--- config.mk ---
export PLATFORM = sky130hd
export DESIGN_NAME = inst_rom_loader
export DESIGN_NICKNAME = d
export VERILOG_FILES = /design/src/rtl/inst_rom_loader.sv
export SDC_FILE = /design/constraint.sdc
export NUM_CORES = 1
export LEC_CHECK = 0
export CORE_ASPECT_RATIO = 1.2
export CORE_MARGIN = 1
export CORE_UTILIZATION = 40
export CTS_BUF_LIST = sky130_fd_sc_hd__clkbuf_8
export DETAILED_ROUTE_END_ITERATION = 16
export DONT_BUFFER_PORTS = 1
export SYNTH_ARGS = -nofsm -noshare
export SYNTH_HDL_FRONTEND = slang
export SYNTH_SLANG_ARGS = --single-unit
--- constraint.sdc ---
create_clock -name Clk -period 4.23 [get_ports Clk]
set_input_delay 0.846 -clock Clk [delete_from_list [all_inputs] [get_ports Clk]]
set_output_delay 0.846 -clock Clk [all_outputs]
set_load 0.01 [all_outputs]
--- src/rtl/inst_rom_loader.sv ---
// Byte-stream loader: parses a length-prefixed image and writes 9-bit words into the instruction memory.
// Optional trailing XOR checksum byte when LOADER_CHECKSUM_EN is defined.
module inst_rom_loader #(
  parameter int ADDR_W = 10,
  parameter int INST_W = 9
) (
  input  logic              Clk,
  input  logic              Reset_n,
  input  logic              Start,
  input  logic [7:0]        InByte,
  input  logic              InValid,
  output logic              InReady,
  output logic              InstWrEn,
  output logic [ADDR_W-1:0] InstWrAddr,
  output logic [INST_W-1:0] InstWrData,
  output logic              Busy,
  output logic              Done,
  output logic              Error
);

  typedef enum logic [3:0] {
    S_IDLE, S_LEN_LO, S_LEN_HI, S_INST_LO, S_INST_HI, S_WRITE, S_DONE, S_ERR
`ifdef LOADER_CHECKSUM_EN
    , S_CHK
`endif
  } state_t;

  localparam logic [16:0] CAP = 17'(1) << ADDR_W;

  state_t          state, state_nxt;
  logic [ADDR_W:0] cnt;
  logic [15:0]     len;
  logic [7:0]      len_lo;
  logic [7:0]      inst_lo;
  logic            xfer;
  logic [15:0]     len_in;
  logic            last_word;
  logic            start_ok;

  assign xfer      = InValid && InReady;
  assign len_in    = {InByte, len_lo};
  assign last_word = (17'(cnt) + 17'd1) == {1'b0, len};
  assign start_ok  = Start && (state == S_IDLE || state == S_DONE || state == S_ERR);

`ifdef LOADER_CHECKSUM_EN
  logic [7:0] csum;
`endif

  always_comb begin
    state_nxt = state;
    case (state)
      S_IDLE, S_DONE, S_ERR: if (Start) state_nxt = S_LEN_LO;
      S_LEN_LO:  if (xfer) state_nxt = S_LEN_HI;
      S_LEN_HI: begin
        if (xfer) begin
          if (len_in == 16'd0)                state_nxt = S_DONE;
          else if ({1'b0, len_in} > CAP)      state_nxt = S_ERR;
          else                                state_nxt = S_INST_LO;
        end
      end
      S_INST_LO: if (xfer) state_nxt = S_INST_HI;
      S_INST_HI: begin
        if (xfer) state_nxt = (InByte[7:1] != 7'd0) ? S_ERR : S_WRITE;
      end
      S_WRITE: begin
`ifdef LOADER_CHECKSUM_EN
        state_nxt = last_word ? S_CHK : S_INST_LO;
`else
        state_nxt = last_word ? S_DONE : S_INST_LO;
`endif
      end
`ifdef LOADER_CHECKSUM_EN
      S_CHK: if (xfer) state_nxt = (InByte == csum) ? S_DONE : S_ERR;
`endif
      default: state_nxt = S_IDLE;
    endcase
  end

  // Status outputs are registered from the next state so they align with the state register.
  always_ff @(posedge Clk) begin
    if (!Reset_n) begin
      state      <= S_IDLE;
      InReady    <= 1'b0;
      InstWrEn   <= 1'b0;
      InstWrAddr <= '0;
      InstWrData <= '0;
      Busy       <= 1'b0;
      Done       <= 1'b0;
      Error      <= 1'b0;
      cnt        <= '0;
      len        <= '0;
      len_lo     <= '0;
      inst_lo    <= '0;
`ifdef LOADER_CHECKSUM_EN
      csum       <= '0;
`endif
    end else begin
      state    <= state_nxt;
      InReady  <= (state_nxt == S_LEN_LO) || (state_nxt == S_LEN_HI) ||
                  (state_nxt == S_INST_LO) || (state_nxt == S_INST_HI)
`ifdef LOADER_CHECKSUM_EN
                  || (state_nxt == S_CHK)
`endif
                  ;
      Busy     <= !(state_nxt == S_IDLE || state_nxt == S_DONE || state_nxt == S_ERR);
      Done     <= (state_nxt == S_DONE);
      Error    <= (state_nxt == S_ERR);
      InstWrEn <= (state_nxt == S_WRITE);

      case (state)
        S_LEN_LO: if (xfer) len_lo <= InByte;
        S_LEN_HI: begin
          if (xfer) begin
            len <= len_in;
            cnt <= '0;
          end
        end
        S_INST_LO: if (xfer) inst_lo <= InByte;
        S_INST_HI: begin
          if (xfer) begin
            InstWrAddr <= cnt[ADDR_W-1:0];
            InstWrData <= INST_W'({InByte[0], inst_lo});
          end
        end
        S_WRITE: cnt <= cnt + 1'b1;
        default: ;
      endcase

`ifdef LOADER_CHECKSUM_EN
      if (start_ok)  csum <= '0;
      else if (xfer) csum <= csum ^ InByte;
`endif
    end
  end

`ifndef LOADER_CHECKSUM_EN
  logic unused_start_ok;
  assign unused_start_ok = start_ok;
`endif

endmodule

# --- Word-level counts from Yosys, hierarchy flattened ---
# Index checks and enable logic that the tools add are counted.
totals:
  wordCells: 61
  latch_bits: 0
  romBits: 0
  out_inout_bits: 24
  memories: 0
  ram_bits: 0
  register_bits: 71
classes:
  bitwise: 0
  n_div: 0
  n_shift: 0
  add_sub_neg: 2
  n_mux: 12
  eq_ne: 16
  n_reduce_logical: 18
  magnitude_cmp: 1
  n_mul: 0
ops:
  columns: ["operator", "n"]
  rows:
  - ["4-bit by 3-bit == test with 1-bit output (second input constant)", 8]
  - ["4-bit case mux with 6 select lines", 1]
  - ["11-bit case mux with 2 select lines", 1]
  - ["4-bit 2-to-1 mux", 5]
  - ["12-bit by 16-bit == test with 1-bit output", 1]
  - ["4-bit by 2-bit == test with 1-bit output (second input constant)", 4]
  - ["16-bit by 11-bit greater-than comparator with 1-bit output (second input constant)", 1]
  - ["16-bit logical NOT", 1]
  - ["11-bit by 1-bit adder with 12-bit output (second input constant)", 1]
  - ["11-bit by 1-bit adder with 11-bit output (second input constant)", 1]
  - ["11-bit 2-to-1 mux", 1]
  - ["2-bit AND reduction", 5]
  - ["3-bit 2-to-1 mux", 3]
  - ["4-bit by 1-bit == test with 1-bit output (second input constant)", 2]
  - ["4-bit logical NOT", 2]
  - ["7-bit nonzero test", 1]
  - ["1-bit logical OR", 5]
  - ["3-bit OR reduction", 1]
  - ["2-bit 2-to-1 mux", 1]
  - ["2-bit != test (second input constant)", 1]
  - ["2-bit nonzero test", 1]
  - ["1-bit logical AND", 1]
  - ["1-bit logical NOT", 1]

# --- Logic depth before layout (Yosys ltp) ---
logic_depth:
  depth_word: 9
  depth_mapped: 8
  mapped_depth_nobuf: 7

# --- Worst setup path after synthesis ---
# Ideal clock, no wire load.
synth_path:
  path_type: "input to register"
  from: "input port InByte[5]"
  to: "register InReady"
  t_arrival_ps: 2226
  t_required_ps: 4100
  slack_ps: 1874
  path_stages: 6
  setup_ps: 130
  cell_sequence: "or4_4 nor4_2 o22ai_1 or3_1 o311ai_1 o31ai_1"
synth_between:
  elab_chain_len: 9
synth_lines:
  columns: ["element", "line_no", "source"]
  rows:
  - ["from (decl)", "10", "input logic [7:0] InByte,"]
  - ["16-bit by 11-bit greater-than comparator with 1-bit output", "57", "else if ({1'b0, len_in} > CAP) state_nxt = S_ERR;"]
  - ["3-bit 2-to-1 mux", "57", null]
  - ["3-bit 2-to-1 mux", "56", "if (len_in == 16'd0) state_nxt = S_DONE;"]
  - ["4-bit 2-to-1 mux", "55", "if (xfer) begin"]
  - ["4-bit case mux with 6 select lines (*)", "51", "case (state)"]
  - ["4-bit by 1-bit == test with 1-bit output or 4-bit by 2-bit == test with 1-bit output (tied branches)", "99", "InReady <= (state_nxt == S_LEN_LO) || (state_nxt == S_LEN_HI) ||"]
  - ["1-bit logical OR (2 in series)", "99", null]
  - ["1-bit logical OR (*)", "100", "(state_nxt == S_INST_LO) || (state_nxt == S_INST_HI)"]
  - ["to (signal assigned)", "99", null]
  - ["to (decl)", "12", "output logic InReady,"]
# Every way passes the cells marked *; elsewhere a longest branch is shown, timed or not.
# A chain may end at the register's enable or synchronous reset.

# --- Worst setup path after layout ---
layout_path:
  from: "register cnt[0]"
  to: "register Done"
layout_between:
  elab_chain_len: 5
layout_lines:
  columns: ["element", "line_no", "source"]
  rows:
  - ["from (decl)", "31", "logic [ADDR_W:0] cnt;"]
  - ["from (signal assigned)", "125", "S_WRITE: cnt <= cnt + 1'b1;"]
  - ["11-bit by 1-bit adder with 12-bit output", "42", "assign last_word = (17'(cnt) + 17'd1) == {1'b0, len};"]
  - ["12-bit by 16-bit == test with 1-bit output", "42", null]
  - ["3-bit 2-to-1 mux", "69", "state_nxt = last_word ? S_DONE : S_INST_LO;"]
  - ["4-bit case mux with 6 select lines", "51", null]
  - ["4-bit by 3-bit == test with 1-bit output", "106", "Done <= (state_nxt == S_DONE);"]
  - ["to (signal assigned)", "106", null]
  - ["to (decl)", "17", "output logic Done,"]
# No other way between the ends.

==> results.toml <==
[clocking]
cts_setup_buffers = 0
cts_buffers = 9
cts_hold_buf = 0
clk_pin_slew_worst_paths_ns = 0.08
clock_path_buffers = 2
htree_levels = 3
insertion_delay_ns = 0.34
cts.sinks = 71
cts_root_buf = "clkbuf_8"
cts_tree = "done"
cts_resized = 0

[timing]
timing.final.ws_setup_ns = 1.806
setup-tns-final_ns = 0
maxSlewViolCount = 0
setup_viol = 0
timing.final.crit_share_pct = 57.30
holdWs_ns = 0.5213
period_needed_ns = 2.424
worst_pin_slew_ns = 0.6685
clock.fmax_mhz = 412.5
slew_headroom_pct = 55.30
clock_skew_ns = 0.004724
grt_setup_unrepaired = "false"
final_hold_viol_count = 0

[routing]
drt-pass1-iter-count = 4
drc = 0
ant_nets = 0
wl_per_cell_um = 15.58
first_iter_violations = 127
vias = 2517
routed_wl_mm = 7.340
vias_per_cell = 5.344

[synthesis]
synth_enable_flop_cells = 0
ys_ff_latch = 71
syn_area_per_cell_um2 = 9.513
ys.flop_type = "dfxtp_1"
synthesis.area_um2 = 3453
synth_cells = 363
ys_types = 56
async_flop_share_pct = 0
syn-num-nets = 376
synth-seq-area-share_pct = 41.16
yosys_warnings = 0

[worst_setup_path]
worst_ep_required_time_ns = 4.51
slowest_delay_ns = 0.51
cpMaxStageDelayCell = "dfxtp_1"
r2r_slack_ns = 1.81
reg2reg_to = "Done"
crit_path_end_kind = "register"
critPathLaunchType = "register"
cp_max_fo = 7
reg2reg_depth = 7
reg2reg_from = "cnt[0]"
crit_type = "register to register"
cp.arrival_ns = 2.71
path_cells = "ha_1 -> nand3_1 -> o21ai_1 -> nor4bb_1 -> a311oi_2 -> nor4b_2 -> o2111a_1"

[global_route]
grt_overflow = 0
gr-usage-all-layers_pct = 17.42
antenna_found_initial = 0
grt_pass1_vias = 2463
grt_max_degree = 66
grt_pass1_wl_mm = 12.22

[worst_hold_path]
worstHoldStart = "inst_lo[2]"
whs_endpoint = "inst_lo[2]"
hold_path_class = "register to register"
hold_depth = 2

[placement]
globalplace.congestion = 0.8135
numPortBuffers = 0
dpl.cell_count = 456
pre_cts_slack_ns = 1.738
dpl.hpwl_mm = 5.021

[die]
io_pins = 36
core_area_um2 = 8243
dieArea_um2 = 9011
rows = 36
fp.dieW_um = 86.82
die_y_um = 103.8
initial_core_util_pct = 41.89

[pwr]
p_leak_nw = 1.586
powerDensity_nw_per_um2 = 344.0
vdd_drop_max_mv = 0.1608

[cells_and_area]
seq_area_um2 = 1421
nets = 366
drive_above_1_share_pct = 8.403
utilization_pct = 45.11
diodes = 0
final_cells = 471
n_fill_cell = 808
multi_input_area_um2 = 1922
area_growth_pct = 7.681

[run_status]
status = "complete, no violations"

[flow_run]
maxCapViolCount = 0
## cell families after synthesis
group | after synthesis | synth area share [%]
multiplexers | 48 | 13.91
other | 1 | 0.1086
adder cells (fa/ha/maj) | 1 | 0.3623
flip-flops | 71 | 41.16
AO/OA/AOI/OAI | 54 | 11.92
buffers and inverters | 25 | 3.189
AND/OR/NAND/NOR | 152 | 26.56
XOR/XNOR | 11 | 2.790
## flip-flops by register name (all words and copies together), names as in the netlist
signal,flops
len,16
cnt,11
InstWrAddr,10
InstWrData,9
inst_lo,8
len_lo,8
state,4
Busy,1
Done,1
Error,1
InReady,1
InstWrEn,1
## synthesized netlist by cell type (2+ instances only)
cell type,n,area share [%]
a21oi_1,12,1.7
buf_2,10,1.4
nor2b_1,61,11
mux2i_1,48,14
nor3_1,12,1.7
and2_1,5,0.91
o2111a_1,2,0.65
xnor2_1,6,1.5
a22oi_1,2,0.43
nand4_1,4,0.72
clkbuf_1,12,1.3
or4_1,2,0.43
and3_1,4,0.72
o21ai_1,2,0.29
o21a_1,3,0.65
a31oi_1,3,0.54
nand2_1,15,1.6
inv_1,2,0.22
xor2_1,5,1.3
o22ai_1,2,0.36
nor4_1,4,0.72
o211a_1,2,0.58
nor4_2,3,1.1
a21boi_0,4,0.87
o21ai_0,9,1.3
dfxtp_1,71,41
nand4b_1,2,0.51
nand2b_1,5,0.91
nor2_1,13,1.4
nand3_1,12,1.7
## placed cells by master (no fill, tap or decap), drive strengths merged, types with 2 or more instances in the layout
master  count
nor4b       2
nand3      13
mux2i      48
nor2b      61
o21a        3
and2        5
nand2      15
nor2       13
xnor2       6
nand4       4
a21oi      12
a21boi      4
nand2b      5
bufinv      2
o2111a      2
dfxtp      71
clkbuf      9
nand4b      2
xor2        5
o22ai       2
inv         2
o211a       2
a31oi       3
nor4        7
a22oi       2
and3        4
clkinv      3
buf         2
o21ai      12
or4         3
nor3       12
## power by group
part | internal [mW] | total (mW) | switching [mW]
sequential | 0.669 | 0.671 | 0.00211
combinational | 0.0129 | 0.0195 | 0.00662
clock | 0.328 | 0.588 | 0.261
total | 1.01 | 1.28 | 0.269
## how the worst max path moves through the flow
stage	from	endpoint	slack [ns]
3_5_place_dp	InByte[5]	InReady	1.74
3_3_place_gp	InByte[5]	Busy	1.76
5_1_grt	cnt[0]	Done	1.62
2_1_floorplan	InByte[5]	InReady	1.87
4_1_cts	cnt[0]	Done	1.82
6_report	cnt[0]	Done	1.81
## stage by stage
stage,power [mW],cell area (um^2)
floorplan,0.7097,3453
global placement,0.7065,3508
detailed placement,0.7064,3508
CTS,1.293,3719
global route,1.330,3719
finish,1.279,3719
## worst max-delay path: cells and delay by family (launching register included)
| kind | cells | cell delay, ns |
|---|---|---|
| AOI/OAI and AO/OA | 3 | 0.60 |
| adders and majority gates | 1 | 0.30 |
| DFF | 1 | 0.51 |
| and+or+nand+nor | 3 | 0.94 |
## metal layers
layer / GRT usage (%) / share of wire (%)
met4: 7.024 / 1.5
met5: 0 / 0
met1: 21.93 / 47
met2: 28.01 / 47
met3: 4.462 / 4.4
## area by class of cell
class	count	area share [%]
Clock buffer	9	3.331
Inverter	2	0.2019
Timing Repair Buffer	2	0.4038
Tap cell	114	3.836
Clock inverter	6	2.322
Sequential cell	71	38.22
Multi-Input combinational cell	267	51.68
No activity file was read; power rests on OpenSTA's default activity.
